### config.mk
export PLATFORM = sky130hd
export DESIGN_NAME = fft_bf_scheduler_flat
export DESIGN_NICKNAME = d
export VERILOG_FILES = /design/src/rtl/fft_bf_scheduler_if.sv /design/src/rtl/fft_bf_scheduler.sv /design/src/flat_wrapper.sv
export SDC_FILE = /design/constraint.sdc
export NUM_CORES = 1
export LEC_CHECK = 0
export ABC_AREA = 1
export CORE_AREA = 2 2 82 84
export CTS_BUF_LIST = sky130_fd_sc_hd__clkbuf_8
export DETAILED_ROUTE_END_ITERATION = 8
export DIE_AREA = 0 0 84 86
export PLACE_DENSITY = 0.56
export SYNTH_ARGS = -nofsm -noshare
export SYNTH_HDL_FRONTEND = slang
export SYNTH_SLANG_ARGS = --single-unit
### constraint.sdc
create_clock -name clk -period 3.5 [get_ports clk]
set_clock_uncertainty 0.15 [all_clocks]
set_input_delay 0.525 -clock clk [delete_from_list [all_inputs] [get_ports clk]]
set_output_delay 0.525 -clock clk [all_outputs]
set_load 0.01 [all_outputs]
### src/rtl/fft_bf_scheduler_if.sv
// rtl/fft_bf_scheduler_if.sv - control/address bundle between the FFT butterfly scheduler and RAM/butterfly datapath
interface fft_bf_scheduler_if #(
   parameter int N_LOG2 = 3
);
   logic              start;
   logic              busy;
   logic              done;
   logic [3:0]        stage;
   logic              rd_en;
   logic [N_LOG2-1:0] rd_addr_a;
   logic [N_LOG2-1:0] rd_addr_b;
   logic [N_LOG2-2:0] tw_addr;
   logic              wr_en;
   logic [N_LOG2-1:0] wr_addr_a;
   logic [N_LOG2-1:0] wr_addr_b;

   modport master (
      input  start,
      output busy, done, stage,
      output rd_en, rd_addr_a, rd_addr_b, tw_addr,
      output wr_en, wr_addr_a, wr_addr_b
   );

   modport slave (
      output start,
      input  busy, done, stage,
      input  rd_en, rd_addr_a, rd_addr_b, tw_addr,
      input  wr_en, wr_addr_a, wr_addr_b
   );
endinterface

### src/rtl/fft_bf_scheduler.sv
// rtl/fft_bf_scheduler.sv - in-place radix-2 DIT FFT sequencer: read/twiddle/write-back addressing with per-stage pipeline drain
module fft_bf_scheduler #(
   parameter int N_LOG2     = 3,
   parameter int BF_LATENCY = 3,
   parameter int RD_LATENCY = 1
) (
   input logic                clk,
   input logic                reset,
   fft_bf_scheduler_if.master bus
);
   localparam int AW = N_LOG2;
   localparam int KW = N_LOG2 - 1;
   localparam int D  = RD_LATENCY + BF_LATENCY;
   localparam int CW = $clog2(D + 1);
   localparam logic [KW-1:0] K_LAST = KW'((1 << KW) - 1);
   localparam logic [3:0]    S_LAST = 4'(N_LOG2 - 1);

   typedef enum logic [1:0] {IDLE, ISSUE, DRAIN, DONE} state_e;

   state_e        state_q, state_d;
   logic [KW-1:0] k_q, k_d;
   logic [3:0]    stage_q, stage_d;
   logic [CW-1:0] cnt_q, cnt_d;

   logic          busy_q, done_q, rd_en_q;
   logic [AW-1:0] rd_a_q, rd_b_q;
   logic [KW-1:0] tw_q;

   logic [D-1:0]  wen_sr_q;
   logic [AW-1:0] wa_sr_q [D];
   logic [AW-1:0] wb_sr_q [D];

   function automatic logic [AW-1:0] addr_a_f(input logic [3:0] s, input logic [KW-1:0] k);
      logic [AW-1:0] kk, span, pos, grp;
      kk   = {1'b0, k};
      span = AW'(1) << s;
      pos  = kk & (span - AW'(1));
      grp  = kk >> s;
      return (grp << (s + 4'd1)) | pos;
   endfunction

   function automatic logic [KW-1:0] tw_f(input logic [3:0] s, input logic [KW-1:0] k);
      logic [AW-1:0] span, pos;
      span = AW'(1) << s;
      pos  = {1'b0, k} & (span - AW'(1));
      return KW'(pos << (4'(KW) - s));
   endfunction

   always_comb begin
      state_d = state_q;
      k_d     = k_q;
      stage_d = stage_q;
      cnt_d   = cnt_q;
      case (state_q)
         IDLE: begin
            if (bus.start) begin
               state_d = ISSUE;
               stage_d = 4'd0;
               k_d     = '0;
            end
         end
         ISSUE: begin
            if (k_q == K_LAST) begin
               state_d = DRAIN;
               cnt_d   = CW'(D);
            end else begin
               k_d = k_q + 1'b1;
            end
         end
         DRAIN: begin
            // D cycles here let the last write of this stage land before the next stage reads
            cnt_d = cnt_q - 1'b1;
            if (cnt_q == CW'(1)) begin
               if (stage_q == S_LAST) begin
                  state_d = DONE;
               end else begin
                  stage_d = stage_q + 4'd1;
                  k_d     = '0;
                  state_d = ISSUE;
               end
            end
         end
         DONE:    state_d = IDLE;
         default: state_d = IDLE;
      endcase
   end

   always_ff @(posedge clk or posedge reset) begin
      if (reset) begin
         state_q  <= IDLE;
         k_q      <= '0;
         stage_q  <= 4'd0;
         cnt_q    <= '0;
         busy_q   <= 1'b0;
         done_q   <= 1'b0;
         rd_en_q  <= 1'b0;
         rd_a_q   <= '0;
         rd_b_q   <= '0;
         tw_q     <= '0;
         wen_sr_q <= '0;
         for (int i = 0; i < D; i++) begin
            wa_sr_q[i] <= '0;
            wb_sr_q[i] <= '0;
         end
      end else begin
         state_q <= state_d;
         k_q     <= k_d;
         stage_q <= stage_d;
         cnt_q   <= cnt_d;
         // Outputs are registered from next-state so they line up with state_q
         busy_q  <= (state_d == ISSUE) || (state_d == DRAIN);
         done_q  <= (state_d == DONE);
         rd_en_q <= (state_d == ISSUE);
         if (state_d == ISSUE) begin
            rd_a_q <= addr_a_f(stage_d, k_d);
            rd_b_q <= addr_a_f(stage_d, k_d) + (AW'(1) << stage_d);
            tw_q   <= tw_f(stage_d, k_d);
         end
         wen_sr_q[0] <= rd_en_q;
         wa_sr_q[0]  <= rd_a_q;
         wb_sr_q[0]  <= rd_b_q;
         for (int i = 1; i < D; i++) begin
            wen_sr_q[i] <= wen_sr_q[i-1];
            wa_sr_q[i]  <= wa_sr_q[i-1];
            wb_sr_q[i]  <= wb_sr_q[i-1];
         end
      end
   end

   assign bus.busy      = busy_q;
   assign bus.done      = done_q;
   assign bus.stage     = stage_q;
   assign bus.rd_en     = rd_en_q;
   assign bus.rd_addr_a = rd_a_q;
   assign bus.rd_addr_b = rd_b_q;
   assign bus.tw_addr   = tw_q;
   assign bus.wr_en     = wen_sr_q[D-1];
   assign bus.wr_addr_a = wa_sr_q[D-1];
   assign bus.wr_addr_b = wb_sr_q[D-1];
endmodule

### src/flat_wrapper.sv
// flat-port wrapper written by rule: the top's interface ports become plain ports
module fft_bf_scheduler_flat 
#(
   parameter int N_LOG2     = 3,
   parameter int BF_LATENCY = 3,
   parameter int RD_LATENCY = 1
)
  (clk, reset, bus_start, bus_busy, bus_done, bus_stage, bus_rd_en, bus_rd_addr_a, bus_rd_addr_b, bus_tw_addr, bus_wr_en, bus_wr_addr_a, bus_wr_addr_b);
  fft_bf_scheduler_if #(.N_LOG2(N_LOG2)) bus_i ();
  input logic clk;
  input logic reset;
  input wire logic [$bits(bus_i.start)-1:0] bus_start;
  output wire logic [$bits(bus_i.busy)-1:0] bus_busy;
  output wire logic [$bits(bus_i.done)-1:0] bus_done;
  output wire logic [$bits(bus_i.stage)-1:0] bus_stage;
  output wire logic [$bits(bus_i.rd_en)-1:0] bus_rd_en;
  output wire logic [$bits(bus_i.rd_addr_a)-1:0] bus_rd_addr_a;
  output wire logic [$bits(bus_i.rd_addr_b)-1:0] bus_rd_addr_b;
  output wire logic [$bits(bus_i.tw_addr)-1:0] bus_tw_addr;
  output wire logic [$bits(bus_i.wr_en)-1:0] bus_wr_en;
  output wire logic [$bits(bus_i.wr_addr_a)-1:0] bus_wr_addr_a;
  output wire logic [$bits(bus_i.wr_addr_b)-1:0] bus_wr_addr_b;
  assign bus_i.start = bus_start;
  assign bus_busy = bus_i.busy;
  assign bus_done = bus_i.done;
  assign bus_stage = bus_i.stage;
  assign bus_rd_en = bus_i.rd_en;
  assign bus_rd_addr_a = bus_i.rd_addr_a;
  assign bus_rd_addr_b = bus_i.rd_addr_b;
  assign bus_tw_addr = bus_i.tw_addr;
  assign bus_wr_en = bus_i.wr_en;
  assign bus_wr_addr_a = bus_i.wr_addr_a;
  assign bus_wr_addr_b = bus_i.wr_addr_b;
  fft_bf_scheduler #(.N_LOG2(N_LOG2), .BF_LATENCY(BF_LATENCY), .RD_LATENCY(RD_LATENCY)) u_core (.clk(clk), .reset(reset), .bus(bus_i));
endmodule
# [After elaboration in Yosys (flattened, before gate mapping)]
# Index checks and enable logic that the tools add are counted.
# Widths: inputs -> output; s select.
[classes] bitwise_logic=2 shifts=4 add_sub_neg=7 eq_ne=10 mux=16 reduce_logical=4
[ops] op="$mux 2" n=8
[ops] op="$mux 4" n=3
[ops] op="$eq 2x2->1 const B" n=5
[ops] op="$add 4x1->4 const B" n=2
[ops] op="$pmux 2 s4" n=1
[ops] op="$pmux 4 s2" n=1
[ops] op="$pmux 2 s3" n=1
[ops] op="$pmux 3 s2" n=1
[ops] op="$sub 3x1->3 const B" n=2
[ops] op="$eq 2x1->1 const B" n=2
[ops] op="$eq 4x2->1 const B" n=1
[ops] op="$shl 1x4->3 const A" n=1
[ops] op="$shl 3x4->2" n=1
[ops] op="$shl 3x4->3" n=1
[ops] op="$shr 2x4->3" n=1
[ops] op="$sub 2x4->4 const A" n=1
[ops] op="$add 3x3->3" n=1
[ops] op="$and 2x3->3" n=1
[ops] op="$eq 3x1->1 const B" n=1
[ops] op="$mux 3" n=1
[ops] op="$or 3x3->3" n=1
[ops] op="$add 2x1->2 const B" n=1
[ops] op="$logic_not 2->1" n=1
[ops] op="$ne 2x1->1 const B" n=1
[ops] op="3 further kinds" n=3
[totals] output_inout_bits=22 ff_bits=50 in_bits=3 word_cells=62

# [Longest topological paths before layout]
# Gate-level depths: netlist (run 1).
[logic_depth] depth_word=9 mapped_depth=26 ltp_nobuf=26

# [Least setup slack after synthesis (run 1)]
# OpenSTA, ideal clock, no wires.
[synth_timing] kind="reg-to-reg" start="register u_core.cnt_q[1]" end="register u_core.rd_b_q[2] (netlist: u_core.bus.rd_addr_b[2])" t_arrival_ns=2.693 required_ns=3.234 path_buffers=0 synth_period_minus_slack_ns=2.960 setup_time_ns=0.116 path_stages_with_launch=27 path_slack_ns=0.540 cell_sequence="dfrtp_1 inv_1 ha_1 inv_2 nor2_4 nand2_1 nand2_2 nand2_1 nand2_1 nand2_2 inv_1 ha_1 inv_1 nand2_1 nand2_1 nor2_1 nand2_1 o21ai_2 ha_1 inv_1 fa_1 inv_1 nand4_1 nand2_1 a21oi_1 nand2_1 nand2_1"
[synth_via] elab_chain_cells=8 word_cells_on_any_way=16 cone_classes="add/sub (3); eq/ne (2); shift (3); mux (6); bitwise (2)"
[synth_lines] item="start, declared" line="fft_bf_scheduler.sv:23" source="logic [CW-1:0] cnt_q, cnt_d;"
[synth_lines] item="start signal, assigned" line="fft_bf_scheduler.sv:109" source="cnt_q <= cnt_d;"
[synth_lines] item="$eq 3x1->1 *" line="fft_bf_scheduler.sv:73" source="if (cnt_q == CW'(1)) begin"
[synth_lines] item="$mux 4 *" line="fft_bf_scheduler.sv:73"
[synth_lines] item="$pmux 4 s2 *" line="fft_bf_scheduler.sv:54" source="case (state_q)"
[synth_lines] item="named net u_core.stage_d[0]" line="fft_bf_scheduler.sv:22" source="logic [3:0] stage_q, stage_d;"
[synth_lines] item="branches (longest 4 deep; another with $add 4x1->4)"
[synth_lines] item="$add 3x3->3 *" line="fft_bf_scheduler.sv:116" source="rd_b_q <= addr_a_f(stage_d, k_d) + (AW'(1) << stage_d);"
[synth_lines] item="end signal, assigned" line="fft_bf_scheduler.sv:116"
[synth_lines] item="end, declared" line="fft_bf_scheduler.sv:26" source="logic [AW-1:0] rd_a_q, rd_b_q;"
# Mark *: on every way through the listed nets, which the timed path passes.
# A chain may end at the register's enable or synchronous reset.

# [Worst setup path after layout (run 1)]
# Ends and elaborated chain as after synthesis.

==> results of run 1 <==
## flip-flops by register name (all words and copies together), names as in the netlist, 3 cells and up
signal	count
u_core.bus.rd_addr_b	3
u_core.bus.stage	4
u_core.bus.wr_addr_b	3
u_core.cnt_q	3
u_core.wb_sr_q	9
u_core.wa_sr_q	9
u_core.bus.wr_addr_a	3
u_core.wen_sr_q	4
u_core.bus.rd_addr_a	3
## synth_stat cells
master / instances
nand2_1: 65
dfrtp_1: 50
inv_1: 27
nor2_1: 15
nand3_1: 11
ha_1: 8
inv_2: 7
buf_4: 6
nor2_2: 5
nand4_1: 4
o21ai_1: 4
nand2_2: 3
o21ai_0: 3
o21ai_2: 3
a21oi_1: 2
o21a_1: 2
a21boi_0: 1
a21boi_2: 1
a21oi_2: 1
a31oi_1: 1
buf_2: 1
fa_1: 1
nor2_4: 1
nor2_8: 1
o22ai_1: 1
## worst paths after layout
check / slack, ns / from / cells after the start / endpoint
hold reg to reg: 0.20 / u_core.wa_sr_q[7] / 0 / u_core.wa_sr_q[4]
hold / removal: 0.20 / u_core.wa_sr_q[7] / 0 / u_core.wa_sr_q[4]
max in group asynchronous: 1.97 / reset / 2 / u_core.bus.rd_addr_a[0]
min in group asynchronous: 0.62 / reset / 2 / u_core.cnt_q[0]
setup reg to reg: 0.45 / u_core.cnt_q[1] / 26 / u_core.bus.rd_addr_b[2]
setup / recovery: 0.45 / u_core.cnt_q[1] / 26 / u_core.bus.rd_addr_b[2]
## critical path, delay by kind of cell (launching register included)
kind                       cells  cell delay [ns]
AOI/OAI and AO/OA              2             0.13
adders and majority gates      4             0.85
buffers and inverters          6             0.37
DFF                            1             0.38
and+or+nand+nor               14             1.09
## per-layer routing
layer / part of all wire, % / routed length (um) / global-route usage, %
met3: 3.0 / 109 / 2.89
met1: 49 / 1800 / 15.4
met2: 46 / 1670 / 17.2
met4: 2.2 / 82 / 5.72
met5: 0 / 0 / 0
## where the power goes
| part | switching [uW] | internal, uW |
|---|---|---|
| sequential | 125 | 832 |
| combinational | 691 | 505 |
| clock | 200 | 218 |
## area by class of cell
class,instances,share of cell area [%]
multi-input combinational,133,28.0
tap,77,3.73
clock inverter,3,1.89
timing repair buffer,28,10.4
sequential,50,48.4
inverter,34,4.93
clock buffer,5,2.66
## kinds of logic after synthesis
| family | count (synthesis) |
|---|---|
| AO/OA/AOI/OAI | 19 |
| adder cells (fa/ha/maj) | 9 |
| buffers and inverters | 41 |
| flip-flops | 50 |
| AND/OR/NAND/NOR | 105 |
## timing repair
| action | CTS | global route |
|---|---|---|
| hold buffers | 0 | 0 |
| setup buffers | 0 | 2 |
| setup endpoints to repair | 0 | 1 |
| gates resized for setup | 0 | 5 |
## through the flow
stage	instance area [um2]	hold WS, ns	total power (uW)	std cells	setup slack [ns]
final	2590	0.200	2570	330	0.452
after global routing	2590	0.215	2820	330	0.0365
after detailed placement	2440	0.185	2150	320	0.102
after floorplan	2140	0.181	1760	224	0.540
after CTS	2560	0.206	2580	328	0.199
after global placement	2440	0.181	2130	320	0.121
==> results.md, run 1 <==
- Gate Count Post-Synth: around 220
- Clock root buffer: clkbuf_8
- Adder-Cell Fraction of Synth Area: approximately 5.6%
- Post-synthesis sequential area ratio: slightly below 60%
- Area growth syn-to-layout: 21.0%
- Initial antenna violation count: 0
- Largest family of logic cells by synthesized area: simple AND/OR/NAND/NOR gates
- Hold Fails Final Rpt: 0
- Fill cells: between 600 and 700
- Mux contribution to synthesized area: 0%
- Cell at the slowest stage of the critical path: dfrtp_1
- VDD IR max: between 0.0003 and 0.0004 V
- Status: completed
- Die area: 7220 um2
- Max Buffers Root-to-Sink: 2
- Final setup vio count: 0
- Core area: 6280 um2
- Mapped Nets: 236
- Hold Path Class: reg2reg
- Detailed placement HPWL: between 2 and 3 mm
- Top cells by area, synth: dfrtp_1 (59%), nand2_1 (11%), inv_1 (4.7%), ha_1 (4.7%), nor2_1 (2.6%)
- Leakage power: approximately 0.0013 uW
- Clk_lat worst skew: around 0.30 ns
- Routed WL: 3.66 mm
- # DRC: 0
- GRT Residual Overflow: 0
- Rows: 29
- Commonest non-fill, non-tap cell in the layout: nand2_1
- Number of H-tree levels: 2
- Vias in the first global route: ~1400
- Worst slew pin tran: 0.990 ns
- Largest stage delay, worst path: between 0.3 and 0.4 ns
- Largest net degree at the start of global routing: slightly above 50
- Complex-gate fraction of the synthesized area: 5.91%
- Critical Path RT: 3.55 ns
- Yosys top cell by area: dfrtp_1
- CP dominant cell by count: nand2_1
- Synth Area in XOR/XNOR: 0%
- Yosys cell types: 25
- NumNets Final: 264
- Pwr Density: 994 nW/um2
- DRT iter0 DRCs: 54
- Vias: 1442
- Final Wtd Congestion: around 0.84
- Util after Layout: just over 40%
- Total CTS buffers: 5
- Die Span Y: between 80 and 90 um
- Number of port buffers: 24
- Most frequent cells in the layout: nand2_1 (65), dfrtp_1 (50), inv_1 (24), clkdlybuf4s50_1 (24), nor2_1 (14)
- Setup_tns: 0 ns
- Crit Path Class: reg2reg
- All-Layer GR Usage: 11.4%
- Worst setup EP type: flop
- Mapped cell area: between 2000 and 2500 um2
- Yosys reg bits: 50
- WL/cell: roughly 11 um
- Synthesis Warnings: 0
- Period utilization: 87.1%
- Via/cell ratio: 4.37
- Multi-input gate area in the final layout: 723 um2
- Worst-path maximum fanout: 4
- First-pass GRT wire length: ~6.5 mm
- Fraction of layout instances using a drive strength above 1: between 15 and 20%
- Final Max Tran Viols: 0
- ANT cells: 0
- Mean Syn Cell Area: 9.54 um2
- Critical path launch point type: flop
- Post-synthesis simple-gate area fraction: a little over a fifth
- Max-cap violations: 0
- Starting Density: 34.0%
- Reg area: approximately 1300 um2
- Die Wd: 84 um
- DRT antenna net count: 0
- Synth top area share: between 50 and 60%
- Clock Pin Slew Worst Setup and Hold Paths: ~0.1 ns
- Unrepaired setup endpoints after global routing: false
- Period minus WS final: roughly 3.0 ns
- Slew Limit Headroom: 33.9%
- First-pass iteration count of the detailed router: 4
- Arrival time worst endpoint: 3.10 ns
- Clock sink total: 50
- Fmax: 328 MHz
- I/O pins: 25
- CTS tree: built
No activity file was read; power rests on OpenSTA's default activity.
==> run 2, diff against run 1 <==
--- a/config.mk
+++ b/config.mk
@@ -6,11 +6,13 @@
 export NUM_CORES = 1
 export LEC_CHECK = 0
 export ABC_AREA = 1
+export ABC_CLOCK_PERIOD_IN_PS = 3500
 export CORE_AREA = 2 2 82 84
 export CTS_BUF_LIST = sky130_fd_sc_hd__clkbuf_8
 export DETAILED_ROUTE_END_ITERATION = 8
 export DIE_AREA = 0 0 84 86
-export PLACE_DENSITY = 0.56
+export DONT_BUFFER_PORTS = 1
+export PLACE_DENSITY = 0.51
 export SYNTH_ARGS = -nofsm -noshare
 export SYNTH_HDL_FRONTEND = slang
 export SYNTH_SLANG_ARGS = --single-unit
==> results.md, run 2 (synthesis gave the netlist of run 1 again) <==
- Fraction of layout instances using a drive strength above 1: between 15 and 20%
- Initial antenna violation count: 0
- VDD IR max: roughly 0.00030 V
- Pwr Density: about 990 nW/um2
- Starting Density: 34.0%
- Worst R2R Setup Slack: around 0.35 ns
- # DRC: 0
- DRT iter0 DRCs: 61
- Status: completed
- Vias in the first global route: 1300
- First-pass GRT wire length: 6.22 mm
- Via/cell ratio: between 4 and 5
- ANT cells: 0
- First-pass iteration count of the detailed router: 4
- Hold Fails Final Rpt: 0
- CTS tree: built
- Setup crit start: u_core.cnt_q[1]
- Max Buffers Root-to-Sink: 2
- Die Wd: ~84 um
- Clock Pin Slew Worst Setup and Hold Paths: approximately 0.10 ns
- NumNets Final: about 240
- Final Wtd Congestion: between 0.8 and 0.9
- Period utilization: between 90% and 100%
- Reg area: about 1300 um2
- Routed WL: 3.59 mm
- Core area: roughly 6300 um2
- Reg2reg end: u_core.bus.rd_addr_b[2]
- Critical path destination: u_core.bus.rd_addr_b[2]
- Reg2reg start: u_core.cnt_q[1]
- Crit Path Class: reg2reg
- Worst slew pin tran: approximately 0.88 ns
- Largest net degree at the start of global routing: 44
- Final Max Tran Viols: 0
- Commonest non-fill, non-tap cell in the layout: nand2_1
- Hold Path Class: in2async
- Final setup vio count: 0
- Rows: 29
- All-Layer GR Usage: between 10% and 20%
- DRT antenna net count: 0
- Worst setup EP type: flop
- Multi-input gate area in the final layout: between 700 and 800 um2
- # Post-CTS Setup Buffers: 0
- Slew Limit Headroom: between 40% and 50%
- Leakage power: approximately 0.0012 uW
- Setup_tns: 0 ns
- Critical path launch point type: flop
- Fmax: between 300 and 400 MHz
- Fill cells: around 630
- WL/cell: 11.8 um
- I/O pins: 25
- Die area: just over 7000 um2
- Regs by FF count: u_core.wa_sr_q (9), u_core.wb_sr_q (9)
- Worst-path maximum fanout: 8
- Area growth syn-to-layout: 7.73%
- Clock sink total: 50
- Placed Instances: slightly below 300
- GRT Residual Overflow: 0
- Arrival time worst endpoint: 3.20 ns
- Clock root buffer: clkbuf_8
- Worst r2r path cells: 26
- Max-cap violations: 0
- Most frequent cells in the layout: nand2_1 (65), dfrtp_1 (49), inv_1 (24)
- Detailed placement HPWL: around 2.6 mm
- Number of H-tree levels: 2
- Die Span Y: 86 um
- Final Non-Filler Cells: about 300
- Period minus WS final: 3.15 ns
- Vias: ~1300
- Clk_lat worst skew: ~0.30 ns
- Number of port buffers: 0
- Total CTS buffers: 5
- Critical Path RT: between 3 and 4 ns
run 2: cell types whose count changed in the layout (fill, tap and decap cells not counted), sizes merged:
cell,previous run,this run
buf,4,1
bufinv,1,0
clkdlybuf4s50,24,0
clkinv,0,1
clkinvlp,1,0
inv,35,36
run 2: report_power, final:
part	switching, uW	leakage (uW)	internal, uW
Sequential	187	0.000622	834
Combinational	590	0.000484	305
Clock	207	0.0000491	147
run 2: metal layers:
metal | track usage (%) | wire (um) | share of wire (%)
met3 | 3.27 | 129 | 3.6
met4 | 4.84 | 40 | 1.1
met5 | 0 | 0 | 0
met2 | 18.0 | 1780 | 49
met1 | 13.7 | 1640 | 46
run 2: how the worst min path moves through the flow:
| stage | end | slack, ns |
|---|---|---|
| final | u_core.cnt_q[0] | 0.12 |
| after global routing | u_core.wa_sr_q[7] | 0.20 |
| after CTS | u_core.cnt_q[0] | 0.16 |
| after detailed placement | u_core.wa_sr_q[6] | 0.18 |
| after global placement | u_core.wa_sr_q[4] | 0.18 |
| after floorplan | u_core.bus.wr_addr_a[0] | 0.18 |
run 2: area by class of cell:
cell class                      instances  share of cell area [%]
Clock buffer                            5                    2.99
Clock inverter                          3                    1.14
Inverter                               34                    5.54
Multi-Input combinational cell        133                    31.4
Sequential cell                        50                    54.4
Tap cell                               77                    4.18
Timing Repair Buffer                    1                   0.326
run 2: repair_timing:
action / CTS / global route
endpoints found under the setup margin: 0 / 1
gates resized for setup: 0 / 6
hold buffers: 0 / 0
run 2: critical path, stage by stage, from the launching register on:
cell and delay, ns:
dfrtp_1 0.38, inv_2 0.08, ha_4 0.15, inv_2 0.04, nor2_4 0.13, nand2_1 0.08
nand2_2 0.09, nand2_1 0.06, nand2_1 0.06, nand2_2 0.12, inv_2 0.10, ha_1 0.15
inv_1 0.04, nand2_1 0.05, nand2_1 0.09, nor2_2 0.11, nand2_1 0.08, o21ai_2 0.07
ha_1 0.15, inv_1 0.05, fa_1 0.37, inv_1 0.06, nand4_1 0.09, nand2_1 0.10
a21oi_1 0.06, nand2_1 0.07, nand2_1 0.04
run 2: stage by stage:
step | hold slack (ns) | power, uW | setup slack [ns] | area, um2 | utilization (%)
floorplan | 0.181 | 1760 | 0.540 | 2140 | -
global placement | 0.182 | 1910 | 0.253 | 2190 | 34.9
detailed placement | 0.185 | 1920 | 0.219 | 2190 | 34.9
CTS | 0.160 | 2280 | 0.180 | 2290 | 36.4
global route | 0.198 | 2500 | -0.0121 | 2300 | 36.7
finish | 0.123 | 2270 | 0.350 | 2300 | 36.7
==> variant: new RTL, settings of run 1 <==
`RD_LATENCY` is set to 1 in 2 places; all go to 2.
--- a/src/rtl/fft_bf_scheduler.sv
+++ b/src/rtl/fft_bf_scheduler.sv
@@ -2,7 +2,7 @@
 module fft_bf_scheduler #(
    parameter int N_LOG2     = 3,
    parameter int BF_LATENCY = 3,
-   parameter int RD_LATENCY = 1
+   parameter int RD_LATENCY = 2
 ) (
    input logic                clk,
    input logic                reset,
--- a/src/flat_wrapper.sv
+++ b/src/flat_wrapper.sv
@@ -3,7 +3,7 @@
 #(
    parameter int N_LOG2     = 3,
    parameter int BF_LATENCY = 3,
-   parameter int RD_LATENCY = 1
+   parameter int RD_LATENCY = 2
 )
   (clk, reset, bus_start, bus_busy, bus_done, bus_stage, bus_rd_en, bus_rd_addr_a, bus_rd_addr_b, bus_tw_addr, bus_wr_en, bus_wr_addr_a, bus_wr_addr_b);
   fft_bf_scheduler_if #(.N_LOG2(N_LOG2)) bus_i ();
Behaviour: not the same (a bounded check fails within 10 cycles, from zero or initial values and one cycle with reset high).
==> variant against run 1 <==
  * Worst setup slack worse by 0.12 ns
  * Final area rose by 10%
  * Global-route usage is 0.95 points higher
  * Synthesized area grew 8.5%
  * Cell count grew 4.5%
  * Fmax shrank 3.9%
  * Wire length grew 4.9%
  * Sequential cell count grew 7
  * Die area unchanged
Power is not compared: it rests on default switching activity, and its combinational part moved more than twofold at a synthesized area within 25%.
==> variant: results <==
{
  "cts_buffers": 9,
  "synth_commonest_cells": "58 x nand2_1, 57 x dfrtp_1, 27 x inv_1, 16 x nor2_1, 11 x nand3_1",
  "first_iter_violations": 83,
  "post-route-period-util_pct": 90.6,
  "hold_start": "u_core.wb_sr_q[5]$_DFF_PP0_",
  "diodes": 0,
  "p_leak_nw": 1.36,
  "slowest_stage": "fa_1",
  "ys_seq_area_share_pct": 61.5,
  "path_clk_slew_ns": 0.06,
  "h-tree-depth": 3,
  "post-place-ws_ns": 0.0122,
  "rr_worst_depth": 21,
  "synthesis.nets": 241,
  "synthTopCellsByArea": "dfrtp_1 62%, nand2_1 9.4%, inv_1 4.4%",
  "hold_path_class": "register to register",
  "grt_use_total_pct": 12.4,
  "dp.cells": 329,
  "cts_resized": 0,
  "place_area_um2": 2650,
  "top_regs": "u_core.wa_sr_q (12), u_core.wb_sr_q (12), u_core.wen_sr_q (5)",
  "synthDistinctLibCells": 27,
  "drive_above_1_share_pct": 15.3,
  "wl_per_cell_um": 11.1,
  "hold_end": "u_core.bus.wr_addr_b[2]$_DFF_PP0_",
  "status": "finished, final reports clean",
  "finalNetCount": 275,
  "syn-mean-instance-area_um2": 10.1,
  "grt_pass1_wl_mm": 6.71,
  "cp.arrival_ns": 3.24,
  "reg2reg_setup_slack_ns": 0.33,
  "drt_pass1_iterations": 5,
  "whs_ns": 0.199,
  "yosysWarnings": 0,
  "clkLatencyLatePin_ns": 0.34,
  "final_util_pct": 45.3,
  "place.gp.congestion": 0.812,
  "via_count": 1497,
  "cp_max_fo": 8,
  "final_cells": 345,
  "dp_hpwl_mm": 2.71,
  "grt_max_degree": 36,
  "max_stage_delay_ns": 0.41,
  "relSlewSlack_pct": 54.8
}
[variant: cell count changes in the layout (fill, tap and decap cells not counted), sizes merged, moves of 3 or more]
cell / change
inv: -3
clkbuf: +5
dfrtp: +7
clkinv: +3
nand4: -4
nand2: -3
[variant: layer usage]
metal | share of wire (%) | track usage (%)
met1 | 47 | 16.1
met2 | 47 | 17.8
met3 | 3.5 | 4.04
met4 | 2.7 | 7.92
met5 | 0 | 0
[variant: area by class of cell]
type                       count  area (um2)
fill                         603        3430
sequential                    57        1430
multi-input combinational    134         724
timing repair buffer          29         278
clock buffer                  10         138
inverter                      32         123
tap                           77        96.3
clock inverter                 6        58.8
[variant: logic make-up (layout without fill, tap and decap cells)]
kind of cell,Yosys count,in the layout,synth area share [%]
AND/OR/NAND/NOR,104,104,20.8
flip-flops,57,57,61.5
buffers and inverters,38,77,7.23
AO/OA/AOI/OAI,20,20,4.91
adder cells (fa/ha/maj),9,9,5.18
XOR/XNOR,1,1,0.378
